--- src/rtl/gravador_mapa.sv ---
// gravador_mapa: map editor for the 16x4 obstacle RAM.
// Moves a cursor over N_COLUNAS columns x 4 lanes and toggles the bit under
// it with a read-modify-write. It can also clear the whole map in a sweep.
// Ports:
//   clock, reset (async, active-low)
//   iniciar_edicao, controle_vertical[1:0], controle_horizontal[1:0],
//   confirma, limpar, finalizar : level inputs, acted on at rising edges
//   q_ram[3:0]                  : RAM read data (1-cycle latency)
//   ram_addr, ram_data, ram_we  : RAM write-side pins
//   cursor_coluna, cursor_linha : cursor position
//   editando, pronto, db_estado : status and debug state code
module gravador_mapa #(
    parameter int unsigned N_COLUNAS      = 16,
    parameter bit          PROTEGE_INICIO = 1'b1
) (
    input  logic       clock,
    input  logic       reset,
    input  logic       iniciar_edicao,
    input  logic [1:0] controle_vertical,
    input  logic [1:0] controle_horizontal,
    input  logic       confirma,
    input  logic       limpar,
    input  logic       finalizar,
    input  logic [3:0] q_ram,
    output logic [3:0] ram_addr,
    output logic [3:0] ram_data,
    output logic       ram_we,
    output logic [3:0] cursor_coluna,
    output logic [1:0] cursor_linha,
    output logic       editando,
    output logic       pronto,
    output logic [3:0] db_estado
);

    localparam int unsigned N_ENTRADAS = 8;
    localparam logic [3:0]  ULTIMA     = 4'(N_COLUNAS - 1);
    localparam logic [1:0]  LINHA_INI  = 2'd2;

    typedef enum logic [3:0] {
        INICIAL = 4'd0,
        EDITA   = 4'd1,
        LE      = 4'd2,
        ESPERA  = 4'd3,
        ESCREVE = 4'd4,
        LIMPA   = 4'd5,
        FIM     = 4'd15
    } estado_t;

    estado_t                 estado;
    logic [N_ENTRADAS-1:0]   entradas_c;
    logic [N_ENTRADAS-1:0]   entradas_r;
    logic [N_ENTRADAS-1:0]   pulso_c;
    logic [3:0]              contador;
    logic [3:0]              col_prox_c;
    logic [1:0]              linha_prox_c;
    logic                    confirma_ok_c;

    // Rising-edge detection on every level input
    assign entradas_c = {iniciar_edicao, finalizar, limpar, confirma,
                         controle_horizontal, controle_vertical};
    assign pulso_c    = entradas_c & ~entradas_r;

    logic p_v_mais, p_v_menos, p_h_mais, p_h_menos;
    logic p_confirma, p_limpar, p_finalizar, p_iniciar;
    assign {p_iniciar, p_finalizar, p_limpar, p_confirma,
            p_h_menos, p_h_mais, p_v_menos, p_v_mais} = pulso_c;

    assign db_estado = 4'(estado);

    // Saturating cursor movement; opposite presses on one axis cancel
    always_comb begin
        col_prox_c    = cursor_coluna;
        linha_prox_c  = cursor_linha;
        if (p_h_mais && !p_h_menos && cursor_coluna != ULTIMA)
            col_prox_c = cursor_coluna + 4'd1;
        else if (p_h_menos && !p_h_mais && cursor_coluna != 4'd0)
            col_prox_c = cursor_coluna - 4'd1;
        if (p_v_mais && !p_v_menos && cursor_linha != 2'd3)
            linha_prox_c = cursor_linha + 2'd1;
        else if (p_v_menos && !p_v_mais && cursor_linha != 2'd0)
            linha_prox_c = cursor_linha - 2'd1;
        confirma_ok_c = p_confirma && !(PROTEGE_INICIO && cursor_coluna == 4'd0);
    end

    // Control FSM with registered RAM-side and status outputs
    always_ff @(posedge clock or negedge reset) begin
        if (!reset) begin
            estado        <= INICIAL;
            entradas_r    <= '0;
            contador      <= 4'd0;
            cursor_coluna <= 4'd0;
            cursor_linha  <= LINHA_INI;
            ram_addr      <= 4'd0;
            ram_data      <= 4'd0;
            ram_we        <= 1'b0;
            editando      <= 1'b0;
            pronto        <= 1'b0;
        end else begin
            entradas_r <= entradas_c;
            case (estado)
                INICIAL: begin
                    if (p_iniciar) begin
                        estado        <= EDITA;
                        cursor_coluna <= 4'd0;
                        cursor_linha  <= LINHA_INI;
                        ram_addr      <= 4'd0;
                        editando      <= 1'b1;
                    end
                end
                EDITA: begin
                    if (p_finalizar) begin
                        estado   <= FIM;
                        editando <= 1'b0;
                        pronto   <= 1'b1;
                    end else if (p_limpar) begin
                        estado   <= LIMPA;
                        contador <= 4'd0;
                        ram_addr <= 4'd0;
                        ram_data <= 4'd0;
                        ram_we   <= 1'b1;
                    end else if (confirma_ok_c) begin
                        estado   <= LE;
                        ram_addr <= cursor_coluna;
                    end else begin
                        cursor_coluna <= col_prox_c;
                        cursor_linha  <= linha_prox_c;
                        ram_addr      <= col_prox_c;
                    end
                end
                // Address held while the RAM produces its read data
                LE: estado <= ESPERA;
                // Capture the read word already toggled at the cursor lane
                ESPERA: begin
                    ram_data <= q_ram ^ 4'(4'b0001 << cursor_linha);
                    ram_we   <= 1'b1;
                    estado   <= ESCREVE;
                end
                ESCREVE: begin
                    ram_we <= 1'b0;
                    estado <= EDITA;
                end
                // One zero write per column; ram_addr tracks the counter
                LIMPA: begin
                    if (contador == ULTIMA) begin
                        contador <= 4'd0;
                        ram_we   <= 1'b0;
                        ram_addr <= cursor_coluna;
                        estado   <= EDITA;
                    end else begin
                        contador <= contador + 4'd1;
                        ram_addr <= contador + 4'd1;
                    end
                end
                FIM: begin
                    if (p_iniciar) begin
                        estado        <= EDITA;
                        cursor_coluna <= 4'd0;
                        cursor_linha  <= LINHA_INI;
                        ram_addr      <= 4'd0;
                        editando      <= 1'b1;
                        pronto        <= 1'b0;
                    end
                end
                default: begin
                    estado   <= INICIAL;
                    ram_we   <= 1'b0;
                    editando <= 1'b0;
                    pronto   <= 1'b0;
                end
            endcase
        end
    end

endmodule
--- config.mk ---
export PLATFORM = sky130hd
export DESIGN_NAME = gravador_mapa
export DESIGN_NICKNAME = d
export VERILOG_FILES = /design/src/rtl/gravador_mapa.sv
export SDC_FILE = /design/constraint.sdc
export NUM_CORES = 1
export LEC_CHECK = 0
export BUFFER_PORTS_ARGS = -buffer_cell sky130_fd_sc_hd__buf_2
export CORE_ASPECT_RATIO = 1.5
export CORE_MARGIN = 2
export CORE_UTILIZATION = 40
export DETAILED_ROUTE_END_ITERATION = 12
export SLEW_MARGIN = 15
export SYNTH_ARGS = -nofsm -noshare
export SYNTH_HDL_FRONTEND = slang
export SYNTH_SLANG_ARGS = --single-unit
--- constraint.sdc ---
create_clock -name clock -period 5.1 [get_ports clock]
set_input_delay 0.255 -clock clock [delete_from_list [all_inputs] [get_ports clock]]
set_output_delay 0.255 -clock clock [all_outputs]
set_load 0.005 [all_outputs]
==> results of run 1 <==
## registers in the layout, summed over array words and instances, names as in the netlist
signal	cells
entradas_r	8
contador	4
cursor_coluna	4
db_estado	4
ram_addr	4
ram_data	4
cursor_linha	2
editando	1
pronto	1
ram_we	1
## worst max-delay path: stages, from the launching register on
cell	delay [ns]
sky130_fd_sc_hd__dfrtp_1	0.63
sky130_fd_sc_hd__and4_1	0.36
sky130_fd_sc_hd__o21ai_0	0.42
sky130_fd_sc_hd__o21a_1	0.28
sky130_fd_sc_hd__a21boi_2	0.19
sky130_fd_sc_hd__mux2_2	0.33
## kinds of logic after synthesis
| group | share of synthesized area (%) |
|---|---|
| compound gates | 23.2 |
| simple gates | 23.7 |
| mux | 1.62 |
| buf+inv | 3.93 |
| fa+ha+maj | 1.87 |
| flops | 41.3 |
| xor+xnor | 4.37 |
## metal layers
| metal | GRT usage, % | vias up | wire, um |
|---|---|---|---|
| met1 | 23.2 | 800 | 1940 |
| met3 | 3.44 | 9 | 154 |
| met4 | 7.62 | 0 | 102 |
| met5 | 0 | - | 0 |
| li1 | - | 830 | - |
| met2 | 29.0 | 40 | 2310 |
## worst paths after layout
kind	depth (start not counted)	slack [ns]	end
worst min register to register	2	0.48	ram_data[3]
max in group asynchronous	1	4.57	entradas_r[1]
worst max register to register	5	2.77	cursor_linha[0]
worst min-delay path	1	0.04	contador[3]
worst max-delay path	5	2.77	cursor_linha[0]
min in group clock	1	0.08	entradas_r[0]
## power breakdown
part	leakage [nW]	switching, W	internal (W)
clock network	0.0395	0.0000939	0.0000969
logic	0.548	0.000302	0.000286
registers	0.413	0.000136	0.000348
## final cells by class
| type | instances | area share (%) |
|---|---|---|
| sequential | 33 | 36.5 |
| timing repair buffer | 34 | 7.50 |
| tap | 66 | 3.64 |
| clock buffer | 8 | 3.53 |
| inverter | 3 | 0.496 |
| multi-input combinational | 165 | 48.4 |
## metrics by stage
stage | utilization [%] | setup slack, ns | instance area (um^2) | std cells | total power, W
final | 47.2 | 2.77 | 2270 | 309 | 0.00126
after global routing | 47.2 | 2.60 | 2270 | 309 | 0.00139
after CTS | 47.2 | 2.77 | 2270 | 309 | 0.00128
after detailed placement | 45.5 | 2.82 | 2190 | 301 | 0.00108
after global placement | 45.5 | 2.89 | 2190 | 301 | 0.00107
after floorplan | - | 3.02 | 2000 | 211 | 0.000922
## placed cells by master (no fill, tap or decap), types with 3 or more instances in the layout
cell type and count:
sky130_fd_sc_hd__buf_2 34, sky130_fd_sc_hd__dfrtp_1 32, sky130_fd_sc_hd__nand2_1 16, sky130_fd_sc_hd__o21ai_0 15, sky130_fd_sc_hd__nor2_1 14, sky130_fd_sc_hd__a21oi_1 13, sky130_fd_sc_hd__nand3_1 11, sky130_fd_sc_hd__nor2b_1 9
sky130_fd_sc_hd__xnor2_1 7, sky130_fd_sc_hd__nor3_1 6, sky130_fd_sc_hd__nand2b_1 5, sky130_fd_sc_hd__clkbuf_8 5, sky130_fd_sc_hd__nand4_1 4, sky130_fd_sc_hd__inv_1 3, sky130_fd_sc_hd__xor2_1 3, sky130_fd_sc_hd__o31ai_1 3
sky130_fd_sc_hd__ha_1 3, sky130_fd_sc_hd__clkbuf_1 3
==> impl_summary.log, run 1 <==
INFO  metric run_status = completed
INFO  metric unrepaired_setup_endpoints_after_global_routing = false
INFO  metric setup_viol = 0
INFO  metric drive_above_1_share = 23.0%
INFO  metric cts.repair.resized = 0
INFO  metric synth_area_leaders = sky130_fd_sc_hd__dfrtp_1 (40%), sky130_fd_sc_hd__o21ai_0 (3.7%), sky130_fd_sc_hd__a21oi_1 (3.2%)
INFO  metric area_growth_syn_to_layout = 13.2%
INFO  metric post-route-drc-count = 0
INFO  metric clock_sinks = 33
INFO  metric ctsLongestPathBuffers = 2
INFO  metric cts.root.buffer_cell = sky130_fd_sc_hd__clkbuf_8
INFO  metric synth-seq-cells = 33
INFO  metric setup_tns = 0 ns
INFO  metric number_of_global_route_vias_before_repair = 1667
INFO  metric gr-total-overflow = 0
INFO  metric critical_path_arrival = 2.50 ns
INFO  metric totalWireLength = 4.51 mm
INFO  metric final_net_count = 259
INFO  metric yosysMostFrequentCell = sky130_fd_sc_hd__dfrtp_1
INFO  metric top_level_ports = 35
INFO  metric multi_input_comb_area = 1100 um^2
INFO  metric drv_cap = 0
INFO  metric antenna_violating_nets_post_route = 0
INFO  metric layout.filler_cells = 492
INFO  metric grtUsageTotal = 18.2%
INFO  metric final_max_slew_viol_count = 0
INFO  metric synth_largest_type_area_fraction = 40.0%
INFO  metric number_of_clock_buffers_inserted_by_tritoncts = 5
INFO  metric routed-via-count = 1679
INFO  metric leakagePower = 1.00 nW
INFO  metric place_hpwl = 3.24 mm
INFO  metric die_y = 90.7 um
INFO  metric hold_slack = 0.0405 ns
INFO  metric syn_avg_cell_area = 9.49 um^2
INFO  metric fin_crit_sh = 45.6%
INFO  metric timing.critical_path.from = db_estado[0]
INFO  metric period_minus_slack = 2.33 ns
INFO  metric synth.yosys.seq_area_share = 41.3%
INFO  metric place_congestion = 0.817
INFO  metric grt_first_pass_wirelength = 7.73 mm
INFO  metric dr.pass1.iters = 5
INFO  metric die_width = 61.8 um
INFO  metric htreeDepth = 2
INFO  metric finalClockSkew = 0.00572 ns
INFO  metric antennaDiodeCount = 0
INFO  metric vdd_drop_max = 0.200 mV
INFO  metric postCtsSetupRepairBufs = 0
INFO  metric yosysTopAreaCell = sky130_fd_sc_hd__dfrtp_1
INFO  metric synth_ff_type = sky130_fd_sc_hd__dfrtp_1
INFO  metric core_area = 4810 um^2
INFO  metric synth-edff-count = 0
INFO  metric first_iter_violations = 53
INFO  metric cts_hold_buffers = 0
INFO  metric maximum_frequency_from_static_timing_analysis = 0.430 GHz
INFO  metric antenna_violations_before_repair = 0
INFO  metric tritoncts_clock_tree = built
INFO  metric placement.io_buffers = 34
INFO  metric seqCellArea = 827 um^2
INFO  metric avgViaCountPerCell = 5.43
INFO  metric hold_viol_final = 0
INFO  metric number_of_synthesis_warnings = 0
INFO  metric synth.cell_area = 2000 um^2
INFO  metric p_per_area = 557 nW/um^2
INFO  metric cts.clk_slew.worst_paths = 0.07 ns
INFO  metric worst_r2r_startpoint = db_estado[0]
INFO  metric async_flop_share = 100%
INFO  metric yosys.cell_types.count = 64
INFO  metric std_cell_rows = 31
INFO  metric cell_count_after_synthesis = 211
INFO  metric routed_wire_length_per_instance = 14.6 um
INFO  metric cp_max_fo = 24
INFO  metric required = 5.27 ns
INFO  metric initial_standard_cell_utilization_of_the_core = 41.6%
INFO  metric type_of_element_capturing_the_critical_path = flop
INFO  metric slew_headroom = 49.1%
INFO  metric grt_start_max_net_pins = 34
INFO  metric synth.cells.most_frequent = sky130_fd_sc_hd__dfrtp_1 (32), sky130_fd_sc_hd__nand2_1 (16), sky130_fd_sc_hd__o21ai_0 (15)
INFO  metric timing.hold.worst.class = primary input to asynchronous set/reset pin
INFO  metric synth_fp_nets = 228
INFO  metric die-area = 5600 um^2
INFO  metric critical_path_class = flop to flop
INFO  metric worstSkewPairLatency = 0.29 ns
INFO  metric timing_worst_slew_pin_value = 0.763 ns
INFO  metric worstSetupStartpointType = flop
(Power assumes the default switching activity.)
==> run 2: changes to the inputs <==
ABC_AREA = 1   (was not set)
clock period = 2.3 ns   (was 5.1 ns; I/O delays follow)
==> impl_summary.log, run 2 <==
INFO  metric setup_viol = 0 (unchanged)
INFO  metric placement.io_buffers = 34 (unchanged)
INFO  metric timing.critical_path.from = cursor_coluna[1]
INFO  metric maximum_frequency_from_static_timing_analysis = 0.576 GHz (+34%)
INFO  metric largest_stage_delay_worst_path = 0.44 ns (-0.19 ns)
INFO  metric cp-endpoint = ram_addr[1]
INFO  metric r2r_cells = 9 (+4)
INFO  metric htreeDepth = 2 (unchanged)
INFO  metric synth_fp_nets = 254 (+11%)
INFO  metric synth_ff_type = sky130_fd_sc_hd__dfrtp_1
INFO  metric cts.clk_slew.worst_paths = 0.07 ns (about the same)
INFO  metric grtUsageTotal = 18.2% (about the same)
INFO  metric regToRegSetupSlack = 0.56 ns (-2.21 ns)
INFO  metric type_of_element_capturing_the_critical_path = flop
INFO  metric slew_headroom = 50.6% (+1.5 points)
INFO  metric fin_crit_sh = 75.5% (+30 points)
INFO  metric std_cell_rows = 30 (-3.2%)
INFO  metric synth.cells.most_frequent = sky130_fd_sc_hd__nand2_1 (57), sky130_fd_sc_hd__dfrtp_1 (32), sky130_fd_sc_hd__inv_1 (30)
INFO  metric yosys.cell_types.count = 31 (-52%)
INFO  metric finalClockSkew = 0.0116 ns (+0.00592 ns)
INFO  metric die_y = 88.3 um (-2.6%)
INFO  metric grt_first_pass_wirelength = 7.14 mm (-7.7%)
INFO  metric top_level_ports = 35 (unchanged)
INFO  metric layoutNonFillerInstCount = 352 (+14%)
INFO  metric detailroute.wirelength.met3 = 128 um (-17%)
INFO  metric worstSkewPairLatency = 0.29 ns (about the same)
INFO  metric critical_path_arrival = 1.96 ns (-0.54 ns)
INFO  metric core_area = 4540 um^2 (-5.6%)
INFO  metric cell_count_after_synthesis = 237 (+12%)
INFO  metric mostFrequentLayoutCell = sky130_fd_sc_hd__nand2_1
INFO  metric number_of_global_route_vias_before_repair = 1579 (-5.3%)
INFO  metric cp_max_fo = 6 (-75%)
INFO  metric route.layer.met1.wl = 1.77 mm (-9.0%)
INFO  metric timing.critical_path.cells = inv_1, ha_1, a21oi_1, inv_1, nand2_1, nand2_1, o21ai_0, nand2_1, a21oi_2
INFO  metric routed_wire_length_per_instance = 12.0 um (-17%)
INFO  metric final_net_count = 304 (+17%)
INFO  metric die-area = 5310 um^2 (-5.1%)
INFO  metric place_congestion = 0.828 (+1.4%)
INFO  metric grt_start_max_net_pins = 34 (unchanged)
INFO  metric vdd_drop_max = 0.547 mV (+170%)
INFO  metric avgViaCountPerCell = 4.73 (-13%)
INFO  metric antenna_violations_before_repair = 0 (unchanged)
INFO  metric hold_slack = 0.134 ns (+0.0933 ns)
INFO  metric tritoncts_clock_tree = built
INFO  metric timing_worst_slew_pin_value = 0.741 ns (-0.0218 ns)
INFO  metric die_width = 60.2 um (-2.6%)
INFO  metric period_minus_slack = 1.74 ns (-0.589 ns)
INFO  metric syn_avg_cell_area = 7.99 um^2 (-16%)
INFO  metric synth_area_leaders = sky130_fd_sc_hd__dfrtp_1 (42%), sky130_fd_sc_hd__nand2_1 (11%), sky130_fd_sc_hd__o21ai_0 (6.1%)
INFO  metric synth.yosys.seq_area_share = 43.7% (+2.4 points)
INFO  metric place_hpwl = 3.30 mm (+1.6%)
INFO  metric worst_r2r_startpoint = cursor_coluna[1]
INFO  metric drv_cap = 0 (unchanged)
INFO  metric number_of_clock_buffers_inserted_by_tritoncts = 5 (unchanged)
INFO  metric final_max_slew_viol_count = 0 (unchanged)
INFO  metric antennaDiodeCount = 0 (unchanged)
INFO  metric p_per_area = 1280 nW/um^2 (+130%)
INFO  metric dp.cells = 335 (+11%)
INFO  metric total_power = 0.00296 W (+130%)
INFO  metric r2r-end = ram_addr[1]
INFO  metric yosysMostFrequentCell = sky130_fd_sc_hd__nand2_1
INFO  metric unrepaired_setup_endpoints_after_global_routing = false
INFO  metric initial_standard_cell_utilization_of_the_core = 41.7% (+0.059 points)
INFO  metric largest-register = entradas_r
INFO  metric detailroute.wirelength.met2 = 2.26 mm (-2.1%)
INFO  metric gr-total-overflow = 0 (unchanged)
INFO  metric post-route-util = 51.0% (+3.8 points)
INFO  metric routed-via-count = 1665 (-0.83%)
INFO  metric dr.pass1.iters = 4 (-1)
INFO  metric cp_common_cell = sky130_fd_sc_hd__nand2_1
INFO  metric critical_path_class = flop to flop
INFO  metric leakagePower = 1.20 nW (+20%)
INFO  metric post-route-drc-count = 0 (unchanged)
INFO  metric synth-seq-cells = 33 (unchanged)
INFO  metric antenna_violating_nets_post_route = 0 (unchanged)
INFO  metric synth.cell_area = 1890 um^2 (-5.4%)
INFO  metric ctsLongestPathBuffers = 2 (unchanged)
INFO  metric postCtsSetupRepairBufs = 0 (unchanged)
INFO  metric cts.repair.resized = 0 (unchanged)
INFO  metric run_status = completed
INFO  metric highest_routed_layer = met4
INFO  metric timing.hold.worst.class = primary input to flop
INFO  metric area_growth_syn_to_layout = 22.3%
INFO  metric synth_largest_type_area_fraction = 42.3% (+2.3 points)
INFO  metric worstSetupStartpointType = flop
INFO  metric synth-edff-count = 0 (unchanged)
INFO  metric drive_above_1_share = 26.7% (+3.7 points)
INFO  metric clock_sinks = 33 (unchanged)
INFO  metric totalWireLength = 4.24 mm (-6.0%)
INFO  metric yosysTopAreaCell = sky130_fd_sc_hd__dfrtp_1
INFO  metric setup_tns = 0 ns (unchanged)
INFO  metric first_iter_violations = 48 (-9.4%)
INFO  metric max_ffs_per_register = 8 (unchanged)
INFO  metric critical-path-slowest-cell = sky130_fd_sc_hd__dfrtp_1
INFO  metric required = 2.52 ns (-2.75 ns)
INFO  metric commonest_non_fill_non_tap_cells_in_the_layout = sky130_fd_sc_hd__nand2_1 (57), sky130_fd_sc_hd__buf_2 (34), sky130_fd_sc_hd__dfrtp_1 (32)
INFO  metric hold_viol_final = 0 (unchanged)
INFO  metric async_flop_share = 100% (unchanged)
INFO  metric number_of_synthesis_warnings = 0 (unchanged)
INFO  metric cts.root.buffer_cell = sky130_fd_sc_hd__clkbuf_8
run 2: cell types whose count changed in the layout (fill, tap and decap cells not counted), moves of 4 or more:
cell	change
sky130_fd_sc_hd__inv_1	+27
sky130_fd_sc_hd__nand3_1	+5
sky130_fd_sc_hd__a21oi_2	+4
sky130_fd_sc_hd__o21ai_0	+8
sky130_fd_sc_hd__xnor2_1	-6
sky130_fd_sc_hd__nor2b_1	-9
sky130_fd_sc_hd__inv_2	+8
sky130_fd_sc_hd__nand2b_1	-5
sky130_fd_sc_hd__a21oi_1	-5
sky130_fd_sc_hd__nand2_1	+41
sky130_fd_sc_hd__nor3_1	-4
sky130_fd_sc_hd__dlygate4sd3_1	+9
sky130_fd_sc_hd__or2_2	+4
run 2: timing repair:
item / CTS / global route
setup endpoints to repair: 0 / 0
hold buffers: 9 / 0
endpoints found under the hold margin: 40 / 0
run 2: cell families after synthesis:
| logic type | Yosys count | synth area share [%] |
|---|---|---|
| xor gates and xnor gates | 4 | 1.85 |
| buffers and inverters | 39 | 7.86 |
| DFF | 33 | 43.7 |
| muxes | 1 | 0.528 |
| and+or+nand+nor | 116 | 31.4 |
| AOI/OAI and AO/OA | 41 | 12.7 |
| adders and majority gates | 3 | 1.98 |
run 2: power breakdown:
group | internal [W] | leakage (nW) | switching (W)
clock network | 0.000212 | 0.0422 | 0.000208
registers | 0.000795 | 0.414 | 0.000171
logic | 0.000599 | 0.748 | 0.000977
run 2: layer usage:
metal / track usage (%) / vias to the layer above
met5: 0 / -
met4: 7.27 / 0
met3: 3.51 / 5
met2: 32.7 / 29
met1: 20.5 / 773
li1: - / 858
run 2: worst min path at each step:
stage | from | endpoint | slack, ns | cells past startpoint
after floorplan | reset | contador[0] | -0.18 | 0
after global placement | reset | entradas_r[1] | 0.24 | 1
after detailed placement | reset | editando | 0.23 | 1
after CTS | q_ram[3] | ram_data[3] | 0.13 | 4
after global routing | q_ram[3] | ram_data[3] | 0.13 | 4
final | q_ram[2] | ram_data[2] | 0.13 | 3
run 2: layout make-up:
class | count | area (um^2)
timing repair buffer | 43 | 260
multi-input combinational | 165 | 918
tap | 64 | 80.1
inverter | 39 | 149
clock buffer | 7 | 76.3
clock inverter | 1 | 5.00
fill | 455 | 2230
sequential | 33 | 827
run 2: metrics by stage:
stage	instance area, um^2	worst slack (ns)
global placement	2140	0.599
CTS	2320	0.555
floorplan	1890	0.786
finish	2320	0.563
detailed placement	2140	0.575
global route	2320	0.387
run 2: worst max-delay path, delay by kind of cell, from the launching register on:
kind / cells / cell delay (ns)
simple gates: 3 / 0.27
buf+inv: 2 / 0.21
compound gates: 3 / 0.53
flops: 1 / 0.44
fa+ha+maj: 1 / 0.22
==> run 3: changes to the inputs <==
clock period = 1.6 ns   (was 2.3 ns; I/O delays follow)
==> impl_summary.log, run 3 (same netlist as run 2, synthesis figures left out) <==
INFO  metric run_status = completed
INFO  metric place_congestion = 0.813 (-1.8%)
INFO  metric antenna_violations_before_repair = 0 (unchanged)
INFO  metric critical_path_arrival = 1.69 ns (-0.27 ns)
INFO  metric grt_start_max_net_pins = 34 (unchanged)
INFO  metric dr.pass1.iters = 4 (unchanged)
INFO  metric fin_crit_sh = 94.7%
INFO  metric largest_stage_delay_worst_path = 0.52 ns (+0.08 ns)
INFO  metric timing_worst_slew_pin_value = 0.421 ns (-0.320 ns)
INFO  metric clock_sinks = 33 (unchanged)
INFO  metric worstSetupStartpointType = primary input
INFO  metric finalClockSkew = 0.00622 ns (-0.00542 ns)
INFO  metric timing.critical_path.max_delay_family = buffers and inverters
INFO  metric share_comb_of_total_power = 56.3% (+3.1 points)
INFO  metric max_ffs_per_register = 8 (unchanged)
INFO  metric power.share.clock = 13.7% (-0.5 points)
INFO  metric grt_first_pass_wirelength = 7.49 mm (+4.9%)
INFO  metric maximum_frequency_from_static_timing_analysis = 0.660 GHz
INFO  metric cp-endpoint = ram_we
INFO  metric avgViaCountPerCell = 4.80 (+1.4%)
INFO  metric ctsLongestPathBuffers = 2 (unchanged)
INFO  metric worstSkewPairLatency = 0.28 ns (about the same)
INFO  metric vdd_drop_max = 0.868 mV (+59%)
INFO  metric timing.critical_path.cells = dlygate4sd3_1, buf_2, inv_1, or2_2, a211oi_1, nand3_1, nand2_1, nand2_1
INFO  metric commonest_non_fill_non_tap_cells_in_the_layout = sky130_fd_sc_hd__nand2_1 (55), sky130_fd_sc_hd__buf_2 (34), sky130_fd_sc_hd__dfrtp_1 (30)
INFO  metric critical-path-slowest-cell = sky130_fd_sc_hd__dlygate4sd3_1
INFO  metric top_level_ports = 35 (unchanged)
INFO  metric place_hpwl = 3.44 mm (+4.4%)
INFO  metric cp_common_cell = sky130_fd_sc_hd__nand2_1
INFO  metric worst_r2r_startpoint = cursor_coluna[1]
INFO  metric largest-register = entradas_r
INFO  metric r2r_cells = 7 (-2)
INFO  metric place_area = 2230 um^2 (+3.9%)
INFO  metric antennaDiodeCount = 0 (unchanged)
INFO  metric cp_max_fo = 5 (-1)
INFO  metric routed_wire_length_per_instance = 12.1 um (+0.19%)
INFO  metric post-route-drc-count = 0 (unchanged)
INFO  metric first_iter_violations = 23 (-52%)
INFO  metric finish.instance_area = 2520 um^2 (+8.6%)
INFO  metric htreeDepth = 2 (unchanged)
INFO  metric area_growth_syn_to_layout = 32.8%
INFO  metric critical_path_depth = 8 (-1)
INFO  metric die-area = 5310 um^2 (unchanged)
INFO  metric number_of_clock_buffers_inserted_by_tritoncts = 5 (unchanged)
INFO  metric hold_viol_final = 0 (unchanged)
INFO  metric slew_headroom = 71.9% (+21 points)
INFO  metric final_max_slew_viol_count = 0 (unchanged)
INFO  metric cts.root.buffer_cell = sky130_fd_sc_hd__clkbuf_8
INFO  metric initial_standard_cell_utilization_of_the_core = 41.7% (unchanged)
INFO  metric tritoncts_clock_tree = built
INFO  metric p_per_area = 1820 nW/um^2 (+43%)
INFO  metric net-switching-power = 0.00204 W (+51%)
INFO  metric seq_power_share = 29.9% (-2.7 points)
INFO  metric period_minus_slack = 1.52 ns
INFO  metric mostFrequentLayoutCell = sky130_fd_sc_hd__nand2_1
INFO  metric r2r-end = ram_addr[1]
INFO  metric timing.critical_path.from = limpar
INFO  metric placement.io_buffers = 34 (unchanged)
INFO  metric leakagePower = 1.28 nW (+6.7%)
INFO  metric core_area = 4540 um^2 (unchanged)
INFO  metric required = 1.78 ns (-0.74 ns)
INFO  metric die_width = 60.2 um (unchanged)
INFO  metric totalWireLength = 4.41 mm (+4.2%)
INFO  metric die_y = 88.3 um (unchanged)
INFO  metric number_of_global_route_vias_before_repair = 1797 (+14%)
INFO  metric dp.cells = 346 (+3.3%)
INFO  metric drv_cap = 0 (unchanged)
INFO  metric layout.filler_cells = 459 (+0.88%)
INFO  metric type_of_element_capturing_the_critical_path = flop
INFO  metric routed-via-count = 1755 (+5.4%)
INFO  metric timing.hold.worst.class = primary input to flop
INFO  metric swShare = 44.4% (-1.3 points)
INFO  metric layoutNonFillerInstCount = 366 (+4.0%)
INFO  metric grtUsageTotal = 18.6% (+0.41 points)
INFO  metric setup_viol = 0 (unchanged)
INFO  metric cts.clk_slew.worst_paths = 0.06 ns (about the same)
INFO  metric cp_num_buf_inv = 3 (+1)
INFO  metric gr-total-overflow = 0 (unchanged)
INFO  metric unrepaired_setup_endpoints_after_global_routing = true
INFO  metric std_cell_rows = 30 (unchanged)
INFO  metric critical_path_class = primary input to flop
INFO  metric antenna_violating_nets_post_route = 0 (unchanged)
INFO  metric cell_internal_pwr = 0.00255 W (+59%)
INFO  metric regToRegSetupSlack = 0.09 ns (-0.47 ns)
INFO  metric final_net_count = 318 (+4.6%)
INFO  metric drive_above_1_share = 35.8% (+9.0 points)
run 3: cell count changes in the layout (fill, tap and decap cells not counted), sizes merged:
| cell | change |
|---|---|
| buf | +14 |
| clkbuf | +1 |
| clkinv | -1 |
run 3: layer usage:
layer,global-route usage [%],routed length [um],up-vias
met3,3.65,134,8
met1,19.4,1710,824
met2,35.7,2500,35
met5,0,0,-
li1,-,-,888
met4,6.06,72,0
run 3: cell type report:
cell class	count	area, um^2	share of cell area (%)
multi-input cells	165	1000	39.7
flip-flops and latches	33	830	33.0
repair buffers	57	365	14.5
inverters	39	151	6.02
clock buffers	8	90.1	3.58
well taps	64	80.1	3.18
run 3: worst register-to-register path, stage by stage (launching register included):
cell and delay (ns):
sky130_fd_sc_hd__dfrtp_1 0.41, sky130_fd_sc_hd__ha_1 0.23, sky130_fd_sc_hd__nand3_2 0.11, sky130_fd_sc_hd__nand3_4 0.13, sky130_fd_sc_hd__xnor2_1 0.17, sky130_fd_sc_hd__o21ai_2 0.18, sky130_fd_sc_hd__nand2_1 0.09, sky130_fd_sc_hd__a21oi_2 0.12
run 3: power by group through the flow:
stage                     sequential (W)  clock [W]  combinational (W)
after CTS                        0.00136   0.000652            0.00246
after floorplan                  0.00139          0            0.00163
after detailed placement         0.00137          0            0.00242
after global placement           0.00137          0            0.00240
after global routing             0.00141   0.000689            0.00293
final                            0.00137   0.000631            0.00259
run 3: timing repair:
action / 4_1_cts / 5_1_grt
pin swaps: 0 / 6
resized for setup: 2 / 23
hold buffers: 9 / 0
buffers inserted: 0 / 3
endpoints found under the hold margin: 40 / 0
setup endpoints to repair: 3 / 20
run 3: stage by stage:
stage          total power [W]  hold slack [ns]  TNS [ns]  utilization [%]  setup slack [ns]
3_3_place_gp           0.00377            0.131   -0.0593             49.0           -0.0593
6_report               0.00459           0.0839         0             55.4            0.0847
3_5_place_dp           0.00379            0.133    -0.103             49.0           -0.0815
2_1_floorplan          0.00302           -0.216         0                -            0.0862
4_1_cts                0.00447           0.0870         0             53.1            0.0169
5_1_grt                0.00502           0.0999    -0.170             55.4           -0.0359
run 3: worst min-delay path by stage:
stage	startpoint	end	cells after the start	slack [ns]
floorplan	reset	contador[0]	0	-0.22
global placement	reset	db_estado[0]	2	0.13
detailed placement	reset	db_estado[0]	2	0.13
CTS	q_ram[0]	ram_data[0]	4	0.09
global route	q_ram[0]	ram_data[0]	4	0.1
finish	q_ram[0]	ram_data[0]	4	0.08
